**config.mk**
```make
export PLATFORM = sky130hd
export DESIGN_NAME = adc_sample_feeder_flat
export DESIGN_NICKNAME = d
export VERILOG_FILES = /design/src/rtl/adc_sample_feeder_if.sv /design/src/rtl/adc_sample_feeder.sv /design/src/flat_wrapper.sv
export SDC_FILE = /design/constraint.sdc
export NUM_CORES = 1
export LEC_CHECK = 0
export BUFFER_PORTS_ARGS = -buffer_cell sky130_fd_sc_hd__buf_4
export CAP_MARGIN = 20
export CORE_ASPECT_RATIO = 0.9
export CORE_MARGIN = 3
export CORE_UTILIZATION = 54
export DETAILED_ROUTE_END_ITERATION = 8
export PLACE_DENSITY_LB_ADDON = 0.1
export SYNTH_ARGS = -nofsm -noshare
export SYNTH_HDL_FRONTEND = slang
export SYNTH_SLANG_ARGS = --single-unit
```
**constraint.sdc**
```tcl
create_clock -name clk -period 3.67 [get_ports clk]
set_clock_uncertainty 0.1 [all_clocks]
set_input_delay 1.101 -clock clk [delete_from_list [all_inputs] [get_ports clk]]
set_output_delay 1.101 -clock clk [all_outputs]
set_load 0.05 [all_outputs]
```
**src/rtl/adc_sample_feeder_if.sv**
```systemverilog
// Bus and sample-stream bundle for adc_sample_feeder.
// master: the side that drives the bus and the raw ADC samples (CPU / testbench).
// slave:  the feeder itself.
interface adc_sample_feeder_if;
  logic [31:0] addr;
  logic [31:0] Wdata;
  logic        write;
  logic        read;
  logic [31:0] Rdata;
  logic [15:0] adc_data;
  logic        adc_strobe;
  logic [15:0] ADC;
  logic        PushADC;
  logic        overflow_irq;

  modport master (
    output addr, Wdata, write, read, adc_data, adc_strobe,
    input  Rdata, ADC, PushADC, overflow_irq
  );

  modport slave (
    input  addr, Wdata, write, read, adc_data, adc_strobe,
    output Rdata, ADC, PushADC, overflow_irq
  );
endinterface

```
**src/rtl/adc_sample_feeder.sv**
```systemverilog
// adc_sample_feeder: conditions raw ADC samples (offset subtract, saturating
// power-of-2 gain), buffers them in a FIFO and feeds the correlators with
// single-cycle PushADC pulses spaced at least MIN_GAP clocks apart.
// Optional build macro FEED_DC_TRACK_EN: replaces the static offset register with
// a 24-bit DC-tracking accumulator whose upper 16 bits are the offset.
module adc_sample_feeder #(
  parameter int FIFO_DEPTH = 16,
  parameter int MIN_GAP    = 6
) (
  input logic               clk,
  input logic               rst,
  adc_sample_feeder_if.slave bus
);
  localparam int AW = $clog2(FIFO_DEPTH);
  localparam int LW = AW + 1;
  localparam int GW = (MIN_GAP > 2) ? $clog2(MIN_GAP) : 1;
  localparam logic [GW-1:0] GAP_MAX = GW'(MIN_GAP - 1);

  localparam logic [31:0] A_CTRL   = 32'hFE00_0000;
  localparam logic [31:0] A_OFFSET = 32'hFE00_0004;
  localparam logic [31:0] A_SHIFT  = 32'hFE00_0008;
  localparam logic [31:0] A_STATUS = 32'hFE00_000C;

  typedef enum logic {READY, GAP} gap_state_e;

  // register file
  logic        en_q;
  logic [3:0]  shift_q;
  logic        ovf_q;
  logic [15:0] drop_q;
  logic [15:0] offset_use;

  // stage 1
  logic        s1_vld;
  logic [15:0] s1_y;

  // fifo
  logic [15:0]   mem [FIFO_DEPTH];
  logic [AW-1:0] wr_ptr, rd_ptr;
  logic [LW-1:0] level_q;

  // gap fsm
  gap_state_e    state_q, state_d;
  logic [GW-1:0] cnt_q, cnt_d;

  // outputs
  logic        push_q;
  logic [15:0] adc_q;
  logic [31:0] rdata;

  logic wr_ctrl, wr_offset, wr_shift, wr_status;
  logic flush, accept, full, empty, pop, push_ok, drop, clr_status;

  assign wr_ctrl    = bus.write && (bus.addr == A_CTRL);
  assign wr_offset  = bus.write && (bus.addr == A_OFFSET);
  assign wr_shift   = bus.write && (bus.addr == A_SHIFT);
  assign wr_status  = bus.write && (bus.addr == A_STATUS);
  assign flush      = wr_ctrl && bus.Wdata[1];
  assign clr_status = wr_status && bus.Wdata[8];

  // A flush in the same cycle as a strobe discards the sample.
  assign accept = bus.adc_strobe && en_q && !flush;

  assign full  = (level_q == LW'(FIFO_DEPTH));
  assign empty = (level_q == '0);
  assign pop   = !empty && (state_q == READY) && !flush;
  // When full, a simultaneous pop frees the slot being written.
  assign push_ok = s1_vld && !flush && (!full || pop);
  assign drop    = s1_vld && !flush && !push_ok;

`ifdef FEED_DC_TRACK_EN
  logic signed [23:0] acc_q;
  logic signed [16:0] dc_err;
  assign offset_use = acc_q[23:8];
  assign dc_err     = {bus.adc_data[15], bus.adc_data} - {acc_q[23], acc_q[23:8]};

  // DC tracker: a bus write reloads it, otherwise it integrates each accepted sample.
  always_ff @(posedge clk or posedge rst) begin
    if (rst)            acc_q <= '0;
    else if (wr_offset) acc_q <= {bus.Wdata[15:0], 8'h00};
    else if (accept)    acc_q <= acc_q + {{7{dc_err[16]}}, dc_err};
  end
`else
  logic [15:0] offset_q;
  assign offset_use = offset_q;

  // Static offset register.
  always_ff @(posedge clk or posedge rst) begin
    if (rst)            offset_q <= '0;
    else if (wr_offset) offset_q <= bus.Wdata[15:0];
  end
`endif

  // Control, gain and status registers; a drop in the same cycle as a clear wins.
  always_ff @(posedge clk or posedge rst) begin
    if (rst) begin
      en_q    <= 1'b0;
      shift_q <= '0;
      ovf_q   <= 1'b0;
      drop_q  <= '0;
    end else begin
      if (wr_ctrl)  en_q    <= bus.Wdata[0];
      if (wr_shift) shift_q <= bus.Wdata[3:0];
      if (drop)            ovf_q <= 1'b1;
      else if (clr_status) ovf_q <= 1'b0;
      if (clr_status)                      drop_q <= drop ? 16'd1 : 16'd0;
      else if (drop && drop_q != 16'hFFFF) drop_q <= drop_q + 16'd1;
    end
  end

  // Stage-1 arithmetic: 17-bit difference, shift clamped to 8, saturate to 16 bits.
  logic signed [16:0] diff;
  logic signed [24:0] wide;
  logic        [3:0]  sh;
  logic        [15:0] sat;
  always_comb begin
    diff = {bus.adc_data[15], bus.adc_data} - {offset_use[15], offset_use};
    sh   = (shift_q > 4'd8) ? 4'd8 : shift_q;
    wide = {{8{diff[16]}}, diff} <<< sh;
    if (wide > 25'sd32767)       sat = 16'h7FFF;
    else if (wide < -25'sd32768) sat = 16'h8000;
    else                         sat = wide[15:0];
  end

  // Stage-1 register; flush kills any pending sample.
  always_ff @(posedge clk or posedge rst) begin
    if (rst) begin
      s1_vld <= 1'b0;
      s1_y   <= '0;
    end else begin
      s1_vld <= flush ? 1'b0 : accept;
      if (accept) s1_y <= sat;
    end
  end

  // FIFO storage; contents are don't-care once pointers reset.
  always_ff @(posedge clk) begin
    if (push_ok) mem[wr_ptr] <= s1_y;
  end

  // FIFO pointers and level.
  always_ff @(posedge clk or posedge rst) begin
    if (rst) begin
      wr_ptr  <= '0;
      rd_ptr  <= '0;
      level_q <= '0;
    end else if (flush) begin
      wr_ptr  <= '0;
      rd_ptr  <= '0;
      level_q <= '0;
    end else begin
      if (push_ok) wr_ptr <= wr_ptr + 1'b1;
      if (pop)     rd_ptr <= rd_ptr + 1'b1;
      case ({push_ok, pop})
        2'b10:   level_q <= level_q + 1'b1;
        2'b01:   level_q <= level_q - 1'b1;
        default: level_q <= level_q;
      endcase
    end
  end

  // Gap FSM state register; reset lands in READY with the counter complete.
  always_ff @(posedge clk or posedge rst) begin
    if (rst) begin
      state_q <= READY;
      cnt_q   <= GAP_MAX;
    end else begin
      state_q <= state_d;
      cnt_q   <= cnt_d;
    end
  end

  // Gap FSM next state: a pop restarts the count, which then runs up to GAP_MAX.
  always_comb begin
    state_d = state_q;
    cnt_d   = cnt_q;
    if (flush) begin
      state_d = READY;
      cnt_d   = GAP_MAX;
    end else begin
      case (state_q)
        READY: if (pop) begin
          state_d = GAP;
          cnt_d   = '0;
        end
        GAP: begin
          cnt_d = cnt_q + 1'b1;
          if (cnt_q == GAP_MAX - 1'b1) state_d = READY;
        end
        default: state_d = READY;
      endcase
    end
  end

  // Registered push outputs; ADC holds between pushes.
  always_ff @(posedge clk or posedge rst) begin
    if (rst) begin
      push_q <= 1'b0;
      adc_q  <= '0;
    end else begin
      push_q <= pop;
      if (pop) adc_q <= mem[rd_ptr];
    end
  end

  // Combinational read mux, forced to 0 while in reset.
  always_comb begin
    rdata = '0;
    if (!rst && bus.read) begin
      case (bus.addr)
        A_CTRL:   rdata = {31'b0, en_q};
        A_OFFSET: rdata = {16'b0, offset_use};
        A_SHIFT:  rdata = {28'b0, shift_q};
        A_STATUS: rdata = {drop_q, 7'b0, ovf_q, 2'b0, 6'(level_q)};
        default:  rdata = '0;
      endcase
    end
  end

  logic unused_ok;
  assign unused_ok = &{1'b0, bus.Wdata[31:16]};

  assign bus.Rdata        = rdata;
  assign bus.ADC          = adc_q;
  assign bus.PushADC      = push_q;
  assign bus.overflow_irq = ovf_q;
endmodule

```
**src/flat_wrapper.sv**
```systemverilog
// flat-port wrapper written by rule: the top's interface ports become plain ports
module adc_sample_feeder_flat 
#(
  parameter int FIFO_DEPTH = 16,
  parameter int MIN_GAP    = 6
)
  (clk, rst, bus_addr, bus_Wdata, bus_write, bus_read, bus_adc_data, bus_adc_strobe, bus_Rdata, bus_ADC, bus_PushADC, bus_overflow_irq);
  adc_sample_feeder_if bus_i ();
  input logic clk;
  input logic rst;
  input wire logic [$bits(bus_i.addr)-1:0] bus_addr;
  input wire logic [$bits(bus_i.Wdata)-1:0] bus_Wdata;
  input wire logic [$bits(bus_i.write)-1:0] bus_write;
  input wire logic [$bits(bus_i.read)-1:0] bus_read;
  input wire logic [$bits(bus_i.adc_data)-1:0] bus_adc_data;
  input wire logic [$bits(bus_i.adc_strobe)-1:0] bus_adc_strobe;
  output wire logic [$bits(bus_i.Rdata)-1:0] bus_Rdata;
  output wire logic [$bits(bus_i.ADC)-1:0] bus_ADC;
  output wire logic [$bits(bus_i.PushADC)-1:0] bus_PushADC;
  output wire logic [$bits(bus_i.overflow_irq)-1:0] bus_overflow_irq;
  assign bus_i.addr = bus_addr;
  assign bus_i.Wdata = bus_Wdata;
  assign bus_i.write = bus_write;
  assign bus_i.read = bus_read;
  assign bus_i.adc_data = bus_adc_data;
  assign bus_i.adc_strobe = bus_adc_strobe;
  assign bus_Rdata = bus_i.Rdata;
  assign bus_ADC = bus_i.ADC;
  assign bus_PushADC = bus_i.PushADC;
  assign bus_overflow_irq = bus_i.overflow_irq;
  adc_sample_feeder #(.FIFO_DEPTH(FIFO_DEPTH), .MIN_GAP(MIN_GAP)) u_core (.clk(clk), .rst(rst), .bus(bus_i));
endmodule
```
==> summary.txt <==
pre-CTS WS - -0.674 ns
sw power - 1.95 mW
grt met2 use - 40.2%
RSZ-0062 raised after global routing - yes
maxcap violations - 0
fin cells - 1739
routed length per instance - 21.7 µm
Final Worst Setup Slack - -0.203 ns
detailed placer's ending HPWL - 23200 µm
flops & latches, synth - 345
maximum operating frequency - 258 MHz
total clock sinks - 345
CP Capture Type - primary output
Core Box Area - 0.0292 mm²
Post-Syn Area - 0.0161 mm²
sequential area share after synthesis - 61.6%
DR pass1 iterations - 5
IO Port Bufs - 118
final estimated routing congestion in global placement - 0.874
Root Driver - clkbuf_16
gr ovfl total - 0
final WL - 37800 µm
ANT nets after route - 0
maximum clock insertion buffer count - 3
Synth top area share - 47.7%
first-pass GRT wire length - 59500 µm
antenna cell count - 0
layer with the highest usage - met2
Max Slew Vio Count - 0
Flop pwr share - 50.2%
largest net degree at the start of global routing - 65
residual DRC count - 0
die area - 0.0319 mm²
Post-Syn Nets - 1204
critical path class - in2out
switching part of the total - 23.1%
final period utilization - 106%
Primary FF master, synth - edfxtp_1
Fin. Hold Viols - 0
post-layout util - 69.6%
Pint - 6.49 mW
Crit Path Max Fanout - 10
outcome - finished, violations left
clock latency on the worst-skew pair - 0.53 ns
required time worst endpoint - 2.47 ns
FP Rows - 59
Die Y - 170 µm
WP data arrival - 2.67 ns
gr usage total - 24.1%
VDD IR max - 353 µV
setup violators final - 46
initial core utilization - 55.2%
class of the worst hold path - reg2reg
syn_area_per_cell - 14.8 µm²
GR Layer Usage met3 - 3.93%
drt first-iter violations - 856
CP startpoint kind - input pin
Final nets - 1430
Comb power frac - 7.8%
Synth Instances - 1089
max_slew headroom - 26.0%
Vias/cell - 5.83
# IOs - 135
Die Wd - 188 µm
initial antenna violation count - 0
failing checks - negative setup slack
Clk pwr share - 41.9%
placed cells - 1665
Syn-to-layout area delta - 26.1%
DR vias - 10100
number of global-route vias before repair - 10300
share of cells above drive strength 1 - 39.1%
Synth area leader - edfxtp_1
Static Leakage - 8.44 nW
Tmin final - 3.87 ns
count leader, synth - edfxtp_1
number of synthesized flops with an enable pin - 256
asr flop ratio synth - 25.8%
post-synthesis cell type count - 82
clock buffer count from CTS - 36
most instantiated cells after synthesis - edfxtp_1 (256), nor2_1 (88), dfrtp_1 (87), mux4_2 (87), nand2_1 (77)
H-Tree Depth - 2
Pwr Density - 416 mW/mm²
GRT met1 Usage - 34.5%
Yosys warnings - 0
ranking of synthesized cells by area - edfxtp_1 (48%), dfrtp_1 (14%), mux4_2 (12%)
clk slew on worst S/H paths - 0.06 ns
worst-margin pin slew - 1.11 ns
CTS tree - done
[critical path, cell delays in order]
cell,delay [ns]
buf_6,0.09
nor4_4,0.25
nand2_1,0.12
nor4_4,0.26
and2_4,0.22
and3b_2,0.21
buf_12,0.13
and2_4,0.15
buf_8,0.14
[layout make-up]
type,count,area [µm²]
Sequential cell,345,9920
Timing Repair Buffer,244,2360
Clock buffer,46,958
Tap cell,396,495
Inverter,29,121
Clock inverter,20,193
Multi-Input combinational cell,659,6260
Fill cell,1986,8850
[sequential cells by signal, summed over array words and instances (netlist names), 3 cells and up]
register	cells
u_core.rd_ptr	4
u_core.shift_q	4
u_core.wr_ptr	4
u_core.mem	256
u_core.cnt_q	3
u_core.offset_q	16
u_core.bus.ADC	16
u_core.s1_y	16
u_core.level_q	5
u_core.drop_q	16
[final timing paths]
| path | from | slack (ns) | depth (start not counted) | endpoint |
|---|---|---|---|---|
| max | bus_addr[18] | -0.20 | 9 | bus_Rdata[6] |
| min | u_core.bus.ADC[11]$_DFFE_PP0P_ | 0.41 | 1 | u_core.bus.ADC[11]$_DFFE_PP0P_ |
| min in group asynchronous | rst | 0.70 | 2 | u_core.offset_q[10]$_DFFE_PP0P_ |
| max in group asynchronous | rst | 2.00 | 3 | u_core.drop_q[9]$_DFFE_PP0P_ |
| min reg2reg | u_core.bus.ADC[11]$_DFFE_PP0P_ | 0.41 | 1 | u_core.bus.ADC[11]$_DFFE_PP0P_ |
| max reg2reg | u_core.offset_q[8]$_DFFE_PP0P_ | 0.12 | 14 | u_core.s1_y[11]$_DFFE_PP0P_ |
[logic make-up (layout without fill, tap and decap cells)]
kind of cell,Yosys count,after routing,share of synthesized area (%)
adders and majority gates,30,30,2.42
AOI/OAI and AO/OA,158,158,7.45
DFF,345,345,61.6
muxes,125,125,14.7
and+or+nand+nor,307,308,9.53
buffers and inverters,86,339,2.18
xor gates and xnor gates,38,38,2.11
[cell usage in the layout, fill, tap and decap left out, types with 17 or more instances in the layout]
| master | n |
|---|---|
| nand2_1 | 76 |
| mux4_2 | 87 |
| edfxtp_1 | 256 |
| and2_4 | 29 |
| xor2_1 | 23 |
| and2_1 | 19 |
| mux2_2 | 20 |
| inv_1 | 25 |
| mux2i_1 | 17 |
| nor2_1 | 81 |
| buf_4 | 178 |
| o21ai_0 | 34 |
| buf_6 | 19 |
| ha_1 | 20 |
| buf_8 | 27 |
| a21oi_1 | 27 |
| dfrtp_1 | 85 |
| clkbuf_16 | 36 |
| buf_12 | 20 |
[per-layer routing]
layer,share of wire (%),up-vias
met5,0,-
met4,1.7,0
met3,6.3,54
met2,49,355
met1,43,5073
li1,-,4659
[power groups by stage]
stage	combinational, mW	clock (mW)	sequential, mW
after detailed placement	0.642	0	4.32
after CTS	0.656	3.60	4.24
final	0.662	3.54	4.24
after global routing	0.700	3.76	4.24
after floorplan	0.181	0	4.53
after global placement	0.636	0	4.31
[per-stage QoR]
| stage | area (µm²) | hold slack [ns] | TNS, ns | total power [mW] |
|---|---|---|---|---|
| final | 20300 | 0.405 | -5.31 | 8.44 |
| after global routing | 20300 | 0.419 | -8.59 | 8.70 |
| after CTS | 20200 | 0.408 | -5.92 | 8.50 |
| after detailed placement | 18600 | 0.394 | -22.74 | 4.96 |
| after global placement | 18600 | 0.390 | -21.99 | 4.95 |
| after floorplan | 16300 | 0.398 | -10.03 | 4.71 |
[what timing repair did]
action | in CTS | in global routing
setup buffers | 6 | 2
pin swaps | 27 | 17
resized for setup | 82 | 27
hold buffers | 0 | 0
gates cloned | 2 | 0
endpoints found under the setup margin | 47 | 48
No activity file was read; power rests on OpenSTA's default activity.
